<file path="src/rtl/seq_detect_param_if.sv">
// Serial-bit stream in, match flag/prefix state/match count out.
// No registers inside; it only groups the signals.
// No back-pressure: every bit with valid=1 is consumed on that edge.
interface seq_detect_param_if #(
  parameter int N     = 4,
  parameter int CNT_W = 8
);
  localparam int SW = $clog2(N);

  logic             x;
  logic             valid;
  logic             clr_cnt;
  logic             z;
  logic [SW-1:0]    state;
  logic [CNT_W-1:0] match_cnt;

  // Stream source / consumer side
  modport master (
    output x, valid, clr_cnt,
    input  z, state, match_cnt
  );

  // Detector side
  modport slave (
    input  x, valid, clr_cnt,
    output z, state, match_cnt
  );
endinterface

</file>
<file path="src/rtl/seq_detect_param.sv">
// Mealy detector for a programmable N-bit serial pattern with a saturating match counter.
// z is combinational in the cycle the last bit arrives; state/match_cnt update one edge later.
// No back-pressure: a bit is consumed on every edge with valid=1; valid=0 holds state.
module seq_detect_param #(
  parameter int           N       = 4,
  parameter logic [N-1:0] PATTERN = 4'b1001,
  parameter bit           OVERLAP = 1'b1,
  parameter int           CNT_W   = 8
) (
  input  logic                clk,
  input  logic                reset,
  seq_detect_param_if.slave   bus
);

  localparam int SW = $clog2(N);
  localparam logic [SW-1:0]    LAST    = SW'(N - 1);
  localparam logic [CNT_W-1:0] CNT_MAX = '1;

  // Builds the full transition table: entry (k, b) holds the next matched-prefix
  // length after bit b arrives in state k. It is the longest prefix of PATTERN,
  // shorter than N, that is a suffix of prefix_k followed by b. A full match
  // therefore lands on the longest proper border, unless overlap is disabled.
  function automatic logic [2*N*SW-1:0] build_tbl();
    logic [2*N*SW-1:0] t;
    int                best;
    int                j;
    logic              ok;
    logic              sb;
    t = '0;
    for (int k = 0; k < N; k++) begin
      for (int b = 0; b < 2; b++) begin
        best = 0;
        for (int len = 1; (len <= k + 1) && (len < N); len++) begin
          ok = 1'b1;
          for (int i = 0; i < len; i++) begin
            j  = k + 1 - len + i;
            sb = (j == k) ? b[0] : PATTERN[N-1-j];
            if (sb != PATTERN[N-1-i]) ok = 1'b0;
          end
          if (ok) best = len;
        end
        if (!OVERLAP && (k == N - 1) && (b[0] == PATTERN[0])) best = 0;
        t[(k*2+b)*SW +: SW] = best[SW-1:0];
      end
    end
    return t;
  endfunction

  localparam logic [2*N*SW-1:0] NXT_TBL = build_tbl();

  logic [SW-1:0]    r_state;
  logic [SW-1:0]    w_state_nxt;
  logic [SW:0]      w_idx;
  logic             w_z;
  logic [CNT_W-1:0] r_cnt;

  // Next-state lookup and the Mealy match flag
  always_comb begin
    w_idx       = {r_state, bus.x};
    w_state_nxt = r_state;
    w_z         = 1'b0;
    if (bus.valid) begin
      w_state_nxt = NXT_TBL[w_idx*SW +: SW];
      w_z         = ~reset & (r_state == LAST) & (bus.x == PATTERN[0]);
    end
  end

  // Matched-prefix state register; only reset clears it
  always_ff @(posedge clk) begin
    if (reset) r_state <= '0;
    else       r_state <= w_state_nxt;
  end

  // Saturating match counter: reset > clr_cnt > increment
  always_ff @(posedge clk) begin
    if (reset)                       r_cnt <= '0;
    else if (bus.clr_cnt)            r_cnt <= '0;
    else if (w_z && r_cnt != CNT_MAX) r_cnt <= r_cnt + 1'b1;
  end

  assign bus.z         = w_z;
  assign bus.state     = r_state;
  assign bus.match_cnt = r_cnt;

endmodule
</file>
<file path="src/flat_wrapper.sv">
// flat-port wrapper written by rule: the top's interface ports become plain ports
module seq_detect_param_flat 
#(
  parameter int           N       = 4,
  parameter logic [N-1:0] PATTERN = 4'b1001,
  parameter bit           OVERLAP = 1'b1,
  parameter int           CNT_W   = 8
)
  (clk, reset, bus_x, bus_valid, bus_clr_cnt, bus_z, bus_state, bus_match_cnt);
  seq_detect_param_if #(.N(N), .CNT_W(CNT_W)) bus_i ();
  input  logic clk;
  input  logic reset;
  input wire logic [$bits(bus_i.x)-1:0] bus_x;
  input wire logic [$bits(bus_i.valid)-1:0] bus_valid;
  input wire logic [$bits(bus_i.clr_cnt)-1:0] bus_clr_cnt;
  output wire logic [$bits(bus_i.z)-1:0] bus_z;
  output wire logic [$bits(bus_i.state)-1:0] bus_state;
  output wire logic [$bits(bus_i.match_cnt)-1:0] bus_match_cnt;
  assign bus_i.x = bus_x;
  assign bus_i.valid = bus_valid;
  assign bus_i.clr_cnt = bus_clr_cnt;
  assign bus_z = bus_i.z;
  assign bus_state = bus_i.state;
  assign bus_match_cnt = bus_i.match_cnt;
  seq_detect_param #(.N(N), .PATTERN(PATTERN), .OVERLAP(OVERLAP), .CNT_W(CNT_W)) u_core (.clk(clk), .reset(reset), .bus(bus_i));
endmodule
</file>
<file path="config.mk">
export PLATFORM = sky130hd
export DESIGN_NAME = seq_detect_param_flat
export DESIGN_NICKNAME = d
export VERILOG_FILES = /design/src/rtl/seq_detect_param_if.sv /design/src/rtl/seq_detect_param.sv /design/src/flat_wrapper.sv
export SDC_FILE = /design/constraint.sdc
export NUM_CORES = 1
export LEC_CHECK = 0
export ABC_AREA = 1
export BUFFER_PORTS_ARGS = -buffer_cell sky130_fd_sc_hd__buf_2
export CAP_MARGIN = 10
export CORE_AREA = 2 2 39 41
export CTS_BUF_LIST = sky130_fd_sc_hd__clkbuf_4 sky130_fd_sc_hd__clkbuf_8
export DETAILED_ROUTE_END_ITERATION = 8
export DIE_AREA = 0 0 41 43
export GPL_ROUTABILITY_DRIVEN = 0
export PLACE_DENSITY = 0.76
export SETUP_SLACK_MARGIN = 0.05
export SYNTH_ARGS = -nofsm -noshare
export SYNTH_HDL_FRONTEND = slang
export SYNTH_SLANG_ARGS = --single-unit
</file>
<file path="constraint.sdc">
create_clock -name clk -period 1.2 [get_ports clk]
set_input_delay 0.24 -clock clk [delete_from_list [all_inputs] [get_ports clk]]
set_output_delay 0.24 -clock clk [all_outputs]
set_load 0.02 [all_outputs]
</file>
* After elaboration in Yosys (flattened, before gate mapping)
Index checks and enable logic that the tools add are counted.
** Storage, ports and cells
- Register bits :: 10
- Input bits :: 5
- Logic and storage cells :: 12
** Operators by class
- Add/sub/neg operators :: 1
- Equality and inequality tests :: 2
- Shift operators :: 1
- Mux-type cells :: 1
- Bitwise gates (word level) :: 3
- Reduce and logical (&&, ||, !) cells :: 2
** Operators with widths (count)
- $shiftx 16x5->2 const A :: 1
- $add 8x1->8 const B :: 1
- $ne 8x8->1 const B :: 1
- $and 1x1->1 :: 2
- $eq 2x2->1 const B :: 1
- $reduce_or 2->1 :: 1
- $logic_and 1x1->1 :: 1
- $mux 1 :: 1
- $not 1->1 :: 1

* Logic depth before layout (Yosys ltp)
Gate-level depths: netlist of run 1.
- Word-level depth :: 5
- Gate-level depth with buffers :: 8
- Gate-level depth less buffers :: 8

* Worst setup path before layout of run 1
No wires, ideal clock.
- Path type :: register to register
- From :: register u_core.r_cnt[0], in the netlist u_core.bus.match_cnt[0]
- To :: register u_core.r_cnt[0], in the netlist u_core.bus.match_cnt[0]
- Library setup time :: 0.116 ns
- Arrival :: 1.262 ns
- Data required time :: 1.084 ns
- Setup slack :: -0.178 ns
- Stages on the path, launching flop included :: 9
- Period minus slack after synthesis :: 1.378 ns
- Cell sequence :: dfxtp_1 > ha_1 > nand2_2 > nor2_2 > nand2_1 > nand2_4 > inv_1 > nor2_1 > nor2_1
** Between the ends
- Cells in the longest elaborated chain, start to end :: 2
- Elaborated cells between the ends (all ways) :: 3
- Classes of those cells :: add/sub: 1; eq/ne: 1; reduce/logical: 1
** Ends and longest elaborated chain
- from (decl) :: line seq_detect_param.sv:55 : logic [CNT_W-1:0] r_cnt;
- from (signal assigned) :: line seq_detect_param.sv:78 : else if (w_z && r_cnt != CNT_MAX) r_cnt <= r_cnt + 1'b1;
- parallel branches: the longest is 2 deep, another holds $add 8x1->8
Parallel ways; which one is timed is not known.
A chain may end at the register's enable or synchronous reset.

* Worst setup path after layout of run 1
- From :: register u_core.r_state[0], in the netlist u_core.bus.state[0]
- To :: output port bus_z
** Between the ends
- Cells in the longest elaborated chain, start to end :: 4
** Ends and longest elaborated chain
- from (decl) :: line seq_detect_param.sv:51 : logic [SW-1:0] r_state;
- from (signal assigned) :: line seq_detect_param.sv:71 : else r_state <= w_state_nxt;
- $eq 2x2->1 :: line seq_detect_param.sv:64 : w_z = ~reset & (r_state == LAST) & (bus.x == PATTERN[0]);
- $and 1x1->1 (2 in a row) :: line seq_detect_param.sv:64
- $mux 1 :: line seq_detect_param.sv:62 : if (bus.valid) begin
- to (decl) :: line flat_wrapper.sv:16 : output wire logic [$bits(bus_i.z)-1:0] bus_z;
Every way passes these cells.

==> results of run 1 <==
[cell usage in the layout, fill, tap and decap left out, types with 3 or more instances in the layout]
cell and instances:
nand2_1 21, nor2_1 13, buf_2 12, inv_1 11, buf_4 7, o21ai_0 6
dfxtp_4 5, a21oi_1 4, clkbuf_4 4, buf_6 4, nand2_4 3, nor2_2 3
nand3_1 3, dfxtp_1 3
[report_power, final]
group	internal [mW]	switching (mW)	total, mW
registers	0.328	0.00421	0.332
clock network	0.151	0.113	0.264
logic	0.0250	0.0318	0.0568
[registers in the layout, summed over array words and instances, names as in the netlist]
register              flops
u_core.bus.match_cnt      8
u_core.bus.state          2
[metrics by stage]
| stage | util, % | cells | setup TNS (ns) | power [mW] | worst slack [ns] |
|---|---|---|---|---|---|
| finish | 61.6 | 132 | 0 | 0.653 | 0.0245 |
| global route | 61.6 | 132 | -0.145 | 0.678 | -0.0389 |
| CTS | 59.0 | 132 | 0 | 0.661 | 0.0313 |
| detailed placement | 51.4 | 121 | 0 | 0.388 | 0.0154 |
| global placement | 51.4 | 121 | 0 | 0.386 | 0.0576 |
| floorplan | - | 88 | 0 | 0.367 | 0.0447 |
[per-layer routing]
| layer | part of all wire [%] | GRT usage [%] | routed length, um |
|---|---|---|---|
| met2 | 51 | 31.3 | 703 |
| met1 | 42 | 22.5 | 586 |
| met5 | 0 | 0 | 0 |
| met3 | 4.6 | 3.14 | 63 |
| met4 | 2.1 | 8.00 | 29 |
[cell families (layout without fill, tap and decap cells)]
logic type      Yosys count  count (layout)  share of synthesized area (%)
simple gates             50              51                           40.2
fa+ha+maj                 1               1                           2.23
compound gates           14              14                           13.2
flops                    10              10                           35.7
buf+inv                  13              40                           8.71
[repair_timing]
| action | 4_1_cts | 5_1_grt |
|---|---|---|
| setup endpoints to repair | 7 | 12 |
| cloned | 1 | 0 |
| pin swaps | 4 | 6 |
| resized for setup | 7 | 15 |
| setup buffers | 6 | 0 |
[path summary, 6_finish.rpt]
| kind | from | endpoint | cells past startpoint |
|---|---|---|---|
| setup / recovery | u_core.bus.state[0]$_SDFFE_PP0P_ | bus_z | 3 |
| hold / removal | reset | u_core.bus.state[0]$_SDFFE_PP0P_ | 2 |
| setup reg to reg | u_core.bus.match_cnt[0]$_SDFFE_PP0P_ | u_core.bus.match_cnt[1]$_SDFFE_PP0P_ | 8 |
| hold reg to reg | u_core.bus.match_cnt[3]$_SDFFE_PP0P_ | u_core.bus.match_cnt[3]$_SDFFE_PP0P_ | 2 |
[final cells by class]
cell class / count / area (um^2) / share of cell area [%]
repair buffers: 23 / 158 / 18.5
inverters: 13 / 48.8 / 5.73
clock buffers: 4 / 30.0 / 3.52
well taps: 16 / 20.0 / 2.35
flip-flops and latches: 10 / 221 / 26.0
multi-input cells: 66 / 374 / 43.9
==> metrics.cfg, run 1 <==
[run_status]
run_status = completed

[floorplan]
boundaryPins = 16
rows = 14
die_height_um = 43
start_util_pct = 40.5
die_x_um = 41
die_area_um2 = 1760
core_area_um2 = 1380

[synthesis]
synth_edf_count = 0
yosysWarningCount = 0
synth_top_area_cell = dfxtp_1
seq_area_frac_synth_pct = 35.7
async_reset_ff_share_pct = 0
synthTopCellsByArea = dfxtp_1, nand2_1, nor2_1, inv_1, o21ai_0
yosys_register_bits = 10
netlist_area_um2 = 561
synth_common_cells = nand2_1, nor2_1, inv_1, dfxtp_1, o21ai_0
synth_cell_type_count = 16
synth_fp_nets = 94
syn_area_per_cell_um2 = 6.37
synth.most_common_cell = nand2_1
synth-main-ff-cell = dfxtp_1
yosysTopAreaCellShare_pct = 35.7
synth_cells = 88

[cells_and_area]
stdcell_area_um2 = 852
fill_cells = 135
areaGrowthSynthToFinish_pct = 52.0
diodes = 0
fin_nets = 123
layout-drive-gt1-share_pct = 43.1

[setup_path]
crit_fanout = 2
crit_chain = nand3_4, nor2_4, buf_6
arrival_ns = 0.94
path_class = register to output port
worstSetupEndpointType = output port
r2r_slack_ns = 0.04
cp-start-kind = register
cp_num_buf_inv = 1
path_delay_family = flip-flops
critPathMaxStageDelay_ns = 0.36
critical-path-slowest-cell = dfxtp_4
required_ns = 0.96

[global_route]
grt_max_degree = 9
grt.total_usage_pct = 18.9
antenna_found_initial = 0
grt_remaining_overflow = 0
grt_pass1_vias = 610
grt_pass1_wl_um = 2310

[clock_tree]
cts_tree = yes
path_clk_slew_ns = 0.07
clkSinkCount = 10
clock_latency_ns = 0.26
cts_max_level = 1
root_buffer = clkbuf_4
max-clock-path-buffers = 2
ctsHoldBuffers = 0
cts_buffers = 3

[sta]
whs_ns = 0.157
finClkSkew_ns = 0.00702
drv_slew = 0
grt_setup_unrepaired = yes
setup_viol = 0
max_freq_mhz = 851
relSlewSlack_pct = 86.7
period_needed_ns = 1.18
min_period_over_period_pct = 98.0
hold_viol = 0
worst_pin_slew_ns = 0.198

[drt]
drc = 0
drtAntennaViolNets = 0
dr.pass1.iters = 4
vias_per_cell = 5.01
route.vias.total = 661
wl_um = 1380
drt_first_iter_violations = 9
wl_per_cell_um = 10.5

[job]
maxCapViolCount = 0

[place]
portBuffers = 15
post_dp_cell_area_um2 = 711
dp_hpwl_um = 985

[power]
p_leak_nw = 0.413
ir_worst_vdd_mv = 0.510
power_density_nw_per_um2 = 767

[hold_path]
hold_class = primary input to register

Power figures use the tool's default switching activity.
==> run 2: changes to the inputs <==
--- a/config.mk
+++ b/config.mk
@@ -5,15 +5,14 @@
 export SDC_FILE = /design/constraint.sdc
 export NUM_CORES = 1
 export LEC_CHECK = 0
-export ABC_AREA = 1
 export BUFFER_PORTS_ARGS = -buffer_cell sky130_fd_sc_hd__buf_2
 export CAP_MARGIN = 10
-export CORE_AREA = 2 2 39 41
+export CORE_AREA = 4 4 41 43
 export CTS_BUF_LIST = sky130_fd_sc_hd__clkbuf_4 sky130_fd_sc_hd__clkbuf_8
 export DETAILED_ROUTE_END_ITERATION = 8
-export DIE_AREA = 0 0 41 43
+export DIE_AREA = 0 0 45 47
 export GPL_ROUTABILITY_DRIVEN = 0
-export PLACE_DENSITY = 0.76
+export PLACE_DENSITY = 0.74
 export SETUP_SLACK_MARGIN = 0.05
 export SYNTH_ARGS = -nofsm -noshare
 export SYNTH_HDL_FRONTEND = slang
==> run 2 against run 1 <==
The run now ends with setup timing left. Core utilization up 16 points. Clock power increased by 20%. Maximum frequency fell by 18%. Wire length is 30% higher. First-iteration DRC count shrank 11%. Critical endpoint is now u_core.bus.match_cnt[5]$_SDFFE_PP0P_. Largest cell class unchanged. Largest power group unchanged.
==> metrics.cfg, run 2 <==
[run_status]
run_status = complete, but fails checks
failed_checks = setup timing

[setup_path]
required_ns = 1.37  ; +0.41 ns
path_class = register to register
worstSetupEndpointType = register
critical-path-slowest-cell = dfxtp_4
crit_chain = ha_4, and3_4, a211oi_4, a31oi_1, a41o_2
r2r_start = u_core.bus.match_cnt[1]$_SDFFE_PP0P_
critPathMaxStageDelay_ns = 0.36  ; about the same
arrival_ns = 1.61  ; +0.67 ns
crit_fanout = 4  ; +2
cp-start-kind = register
crit_start = u_core.bus.match_cnt[1]$_SDFFE_PP0P_

[cells_and_area]
largest_reg_flops = 8  ; unchanged
diodes = 0  ; unchanged
layout-drive-gt1-share_pct = 68.0  ; +25 points
areaGrowthSynthToFinish_pct = 88.6
regArea_um2 = 224  ; +1.1%
final_cell_mix = buf_4, buf_6, nor2_1, buf_2, dfxtp_4
final_common_cell = buf_4
fin_nets = 104  ; -15%
multi_input_area_um2 = 417  ; +11%
stdcell_area_um2 = 1010  ; +19%
fill_cells = 90  ; -33%

[synthesis]
synth_cells = 57  ; -35%
synth_top_area_cell = dfxtp_1
synth_cell_type_count = 30  ; +14
netlist_area_um2 = 537  ; -4.2%
syn_area_per_cell_um2 = 9.42  ; +48%
synth_edf_count = 0  ; unchanged
yosysWarningCount = 0  ; unchanged
synth-main-ff-cell = dfxtp_1
synth_fp_nets = 63  ; -33%
yosysTopAreaCellShare_pct = 37.3  ; +1.6 points
seq_area_frac_synth_pct = 37.3  ; +1.6 points
yosys_register_bits = 10  ; unchanged
synth_common_cells = dfxtp_1, nor2_1, a21oi_1, nand3_1
async_reset_ff_share_pct = 0  ; unchanged
synthTopCellsByArea = dfxtp_1, nor2_1, nand4_4, a211oi_4, mux2i_1

[clock_tree]
max-clock-path-buffers = 2  ; unchanged
root_buffer = clkbuf_4
cts_max_level = 1  ; unchanged
clkSinkCount = 10  ; unchanged
cts_buffers = 3  ; unchanged
cts_tree = yes
clock_latency_ns = 0.27  ; about the same
path_clk_slew_ns = 0.07  ; about the same

[sta]
hold_viol = 0  ; unchanged
worst_pin_slew_ns = 0.339  ; +0.140 ns
min_period_over_period_pct = 120  ; +22 points
timing.final.ws_setup_ns = -0.239  ; -0.264 ns
finClkSkew_ns = 0.00166  ; -0.00536 ns
period_needed_ns = 1.44  ; +0.264 ns
setup_viol = 10  ; +10
max_freq_mhz = 695  ; -18%
grt_setup_unrepaired = yes
drv_slew = 0  ; unchanged
relSlewSlack_pct = 77.4  ; -9.3 points
tns_ns = -1.28  ; -1.28 ns

[drt]
wl_per_cell_um = 16.0  ; +53%
dr.pass1.iters = 4  ; unchanged
drtAntennaViolNets = 0  ; unchanged
drc = 0  ; unchanged
drt_first_iter_violations = 8  ; -1
route.vias.total = 607  ; -8.2%
wl_um = 1790  ; +30%
vias_per_cell = 5.42  ; +8.2%

[floorplan]
die_x_um = 45  ; +9.8%
rows = 13  ; -1
die_height_um = 47  ; +9.3%
core_area_um2 = 1300  ; -6.0%
start_util_pct = 41.3  ; +0.74 points
boundaryPins = 16  ; unchanged
die_area_um2 = 2120  ; +20%

[hold_path]
hold_class = primary input to register
hp-start = bus_clr_cnt

[power]
ir_worst_vdd_mv = 0.499  ; -2.1%
power_density_nw_per_um2 = 710  ; -7.4%
finalPower_mw = 0.719  ; +10%
p_leak_nw = 0.425  ; +2.9%

[place]
pre_cts_slack_ns = -0.253  ; -0.269 ns
dp_hpwl_um = 1100  ; +12%
portBuffers = 15  ; unchanged
post_dp_cell_area_um2 = 803  ; +13%

[global_route]
grt_pass1_vias = 585  ; -4.1%
grtUsageMet3_pct = 2.30  ; -0.84 points
grt_pass1_wl_um = 2690  ; +16%
grtUsageMet2_pct = 28.2  ; -3.0 points
grt.total_usage_pct = 17.9  ; -1.0 points
grt_remaining_overflow = 0  ; unchanged
gr-max-usage-layer = met2
grt_max_degree = 9  ; unchanged
gr-usage-met1_pct = 24.0  ; +1.5 points
antenna_found_initial = 0  ; unchanged

[job]
maxCapViolCount = 0  ; unchanged

==> run 2: cell count changes in the layout (fill, tap and decap cells not counted), sizes merged, moves of 3 or more <==
| cell | previous run | this run |
|---|---|---|
| a211oi | 0 | 3 |
| buf | 23 | 38 |
| inv | 13 | 1 |
| nand2 | 26 | 2 |
| nor2 | 18 | 10 |
| o21ai | 8 | 1 |
==> run 2: final cells by class <==
class                   count  share of cell area (%)
well taps                  15                    1.85
multi-input cells          44                    41.2
repair buffers             38                    30.9
inverters                   1                   0.371
flip-flops and latches     10                    22.1
clock buffers               4                    3.58
==> run 2: cells by family (layout without fill, tap and decap cells) <==
family                   Yosys count  after routing  share of synthesized area, %
AND/OR/NAND/NOR                   25             25                          27.7
AO/OA/AOI/OAI                     14             14                          22.8
flip-flops                        10             10                          37.3
buffers and inverters              3             43                          2.80
XOR/XNOR                           2              2                          3.26
multiplexers                       2              2                          3.73
adder cells (fa/ha/maj)            1              1                          2.33
==> run 2: layer usage <==
metal / up-vias / wire length (um)
li1: 298 / -
met1: 289 / 807
met2: 16 / 862
met3: 4 / 79
met4: 0 / 42
met5: - / 0
==> run 2: stage by stage <==
step / hold slack [ns] / cells / utilization (%)
after floorplan: 0.325 / 57 / -
after global placement: 0.523 / 102 / 61.7
after detailed placement: 0.533 / 102 / 61.7
after CTS: 0.244 / 110 / 72.1
after global routing: 0.240 / 112 / 77.8
final: 0.234 / 112 / 77.8
==> run 2: worst paths after layout <==
path                                           to  slack [ns]  cells past startpoint
max          u_core.bus.match_cnt[5]$_SDFFE_PP0P_       -0.24                      5
min          u_core.bus.match_cnt[7]$_SDFFE_PP0P_        0.23                      3
max reg2reg  u_core.bus.match_cnt[5]$_SDFFE_PP0P_       -0.24                      5
min reg2reg      u_core.bus.state[1]$_SDFFE_PP0P_        0.55                      2
==> run 2: repair_timing <==
item	4_1_cts	5_1_grt
gates resized for setup	15	16
hold buffers	0	0
endpoints found under the setup margin	14	18
setup buffers	4	3
cloned	0	0
pin swaps	4	7
endpoints found under the hold margin	0	0
==> run 2: critical path: cells and delay by family, from the launching register on <==
family,cells,cell delay (ns)
DFF,1,0.36
and+or+nand+nor,1,0.19
AOI/OAI and AO/OA,3,0.63
adders and majority gates,1,0.15
==> run 2: power by group <==
group / internal (mW) / total [mW] / switching, mW
sequential: 0.326 / 0.331 / 0.00473
clock: 0.184 / 0.317 / 0.133
combinational: 0.0319 / 0.0711 / 0.0393
total: 0.542 / 0.719 / 0.177
==> run 3: changes to the inputs <==
--- a/config.mk
+++ b/config.mk
@@ -5,6 +5,7 @@
 export SDC_FILE = /design/constraint.sdc
 export NUM_CORES = 1
 export LEC_CHECK = 0
+export ABC_AREA = 1
 export BUFFER_PORTS_ARGS = -buffer_cell sky130_fd_sc_hd__buf_2
 export CAP_MARGIN = 10
 export CORE_AREA = 4 4 41 43
@@ -12,7 +13,7 @@
 export DETAILED_ROUTE_END_ITERATION = 8
 export DIE_AREA = 0 0 45 47
 export GPL_ROUTABILITY_DRIVEN = 0
-export PLACE_DENSITY = 0.74
+export PLACE_DENSITY = 0.76
 export SETUP_SLACK_MARGIN = 0.05
 export SYNTH_ARGS = -nofsm -noshare
 export SYNTH_HDL_FRONTEND = slang
==> run 3 against run 2 <==
The run now ends clean. Core utilization shrank 12 points. Non-clock buffer count shrank 15. Via count grew 7.4%. Global-route usage decreased by 1.6 points. Final area down 16%. Maximum frequency is 22% higher. Largest power group unchanged. Cell count is 17% higher. Wire length fell by 14%. Sequential share of layout area rose by 3.7 points. Die area did not move. Critical endpoint is now bus_z. Clock power hardly changed.
==> metrics.cfg, run 3 (synthesized netlist as in run 1, its figures left out) <==
[place]
dp_cells = 120  ; +18%
post_dp_cell_area_um2 = 709  ; -12%
pre_cts_slack_ns = 0.0194  ; +0.273 ns
portBuffers = 15  ; unchanged
dp_hpwl_um = 970  ; -12%

[floorplan]
rows = 13  ; unchanged
die_height_um = 47  ; unchanged
start_util_pct = 43.1  ; +1.8 points
die_x_um = 45  ; unchanged
boundaryPins = 16  ; unchanged
die_area_um2 = 2120  ; unchanged
core_area_um2 = 1300  ; unchanged

[cells_and_area]
final_cell_mix = nand2_1, nor2_1, buf_2, inv_1
stdcell_area_um2 = 852  ; -16%
diodes = 0  ; unchanged
fill_cells = 119  ; +32%
layout-drive-gt1-share_pct = 44.0  ; -24 points
largest_reg_flops = 8  ; unchanged
fin_nets = 123  ; +18%
areaGrowthSynthToFinish_pct = 52.0
final_common_cell = nand2_1
finalNonFillerCells = 131  ; +17%

[drt]
dr.pass1.iters = 3  ; -1
wl_um = 1550  ; -14%
drtAntennaViolNets = 0  ; unchanged
wl_per_cell_um = 11.8  ; -26%
drt_first_iter_violations = 10  ; +2
drc = 0  ; unchanged
vias_per_cell = 4.98  ; -8.2%
route.vias.total = 652  ; +7.4%

[clock_tree]
path_clk_slew_ns = 0.08  ; about the same
cts_buffers = 3  ; unchanged
cts_max_level = 1  ; unchanged
ctsHoldBuffers = 0  ; unchanged
cts_tree = yes
max-clock-path-buffers = 2  ; unchanged
clock_latency_ns = 0.28  ; about the same
root_buffer = clkbuf_4
clkSinkCount = 10  ; unchanged

[sta]
worst_pin_slew_ns = 0.292  ; -0.0472 ns
finClkSkew_ns = 0.00908  ; +0.00742 ns
hold_viol = 0  ; unchanged
period_needed_ns = 1.18  ; -0.257 ns
drv_slew = 0  ; unchanged
tns_ns = 0  ; +1.28 ns
min_period_over_period_pct = 98.5  ; -21 points
max_freq_mhz = 846  ; +22%
relSlewSlack_pct = 80.4  ; +3.0 points
setup_viol = 0  ; -10
grt_setup_unrepaired = yes
timing.final.ws_setup_ns = 0.0177  ; +0.257 ns

[setup_path]
critPathMaxStageDelay_ns = 0.36  ; about the same
crit_chain = nand3_4, nor2_4, buf_6
path_delay_family = flip-flops
path_class = register to output port
critical-path-slowest-cell = dfxtp_4
worstSetupEndpointType = output port
required_ns = 0.96  ; -0.41 ns
cp_num_buf_inv = 1  ; +1
crit_fanout = 2  ; -2
arrival_ns = 0.94  ; -0.67 ns
cp-start-kind = register

[power]
power_density_nw_per_um2 = 840  ; +18%
ir_worst_vdd_mv = 0.620  ; +24%
p_leak_nw = 0.414  ; -2.5%
finalPower_mw = 0.716  ; -0.39%

[global_route]
grt_max_degree = 9  ; unchanged
grt.total_usage_pct = 16.3  ; -1.6 points
grt_pass1_vias = 613  ; +4.8%
antenna_found_initial = 0  ; unchanged
grt_remaining_overflow = 0  ; unchanged
grt_pass1_wl_um = 2500  ; -7.2%

[run_status]
run_status = completed

[hold_path]
hold_class = primary input to register

[job]
maxCapViolCount = 0  ; unchanged

==> run 3: report_power, final <==
group          leakage, nW  internal (mW)  switching [mW]
Clock               0.0210          0.185           0.130
Sequential          0.0859          0.330         0.00463
Combinational        0.307         0.0317          0.0348
Total                0.414          0.546           0.170
==> run 3: per-layer routing <==
layer	track usage, %	up-vias	part of all wire, %
met4	11.7	0	5.2
met1	17.3	286	40
li1	-	339	-
met3	2.30	9	4.7
met2	29.4	18	50
met5	0	-	0
==> run 3: area by class of cell <==
| type | count | area, um^2 | share of cell area, % |
|---|---|---|---|
| repair buffers | 23 | 154 | 18.1 |
| multi-input cells | 66 | 374 | 43.9 |
| inverters | 13 | 48.8 | 5.73 |
| flip-flops and latches | 10 | 220 | 25.8 |
| well taps | 15 | 18.8 | 2.20 |
| clock buffers | 4 | 36.3 | 4.26 |
==> run 3: per-stage QoR <==
step	hold WS [ns]	util, %
after global routing	0.155	65.5
after CTS	0.149	62.8
after global placement	0.436	54.5
final	0.143	65.5
after floorplan	0.309	-
after detailed placement	0.438	54.5
==> run 3: worst register-to-register path, stage by stage, from the launching register on <==
cell,delay (ns)
dfxtp_4,0.36
ha_4,0.17
nand2_4,0.09
nor2_4,0.05
nand2_4,0.08
nand2_2,0.10
o21ai_0,0.16
nor2_1,0.05
==> run 3: what timing repair did <==
item / in CTS / in global routing
setup buffers: 6 / 0
pin swaps: 3 / 2
gates resized for setup: 5 / 14
setup endpoints to repair: 8 / 14
gates cloned: 1 / 0
==> run 3: final timing paths <==
path / from / to / slack (ns) / depth (start not counted)
max reg2reg: u_core.bus.match_cnt[0]$_SDFFE_PP0P_ / u_core.bus.match_cnt[0]$_SDFFE_PP0P_ / 0.05 / 7
min: reset / u_core.bus.state[0]$_SDFFE_PP0P_ / 0.14 / 2
max: u_core.bus.state[0]$_SDFFE_PP0P_ / bus_z / 0.02 / 3
min reg2reg: u_core.bus.match_cnt[3]$_SDFFE_PP0P_ / u_core.bus.match_cnt[3]$_SDFFE_PP0P_ / 0.50 / 2
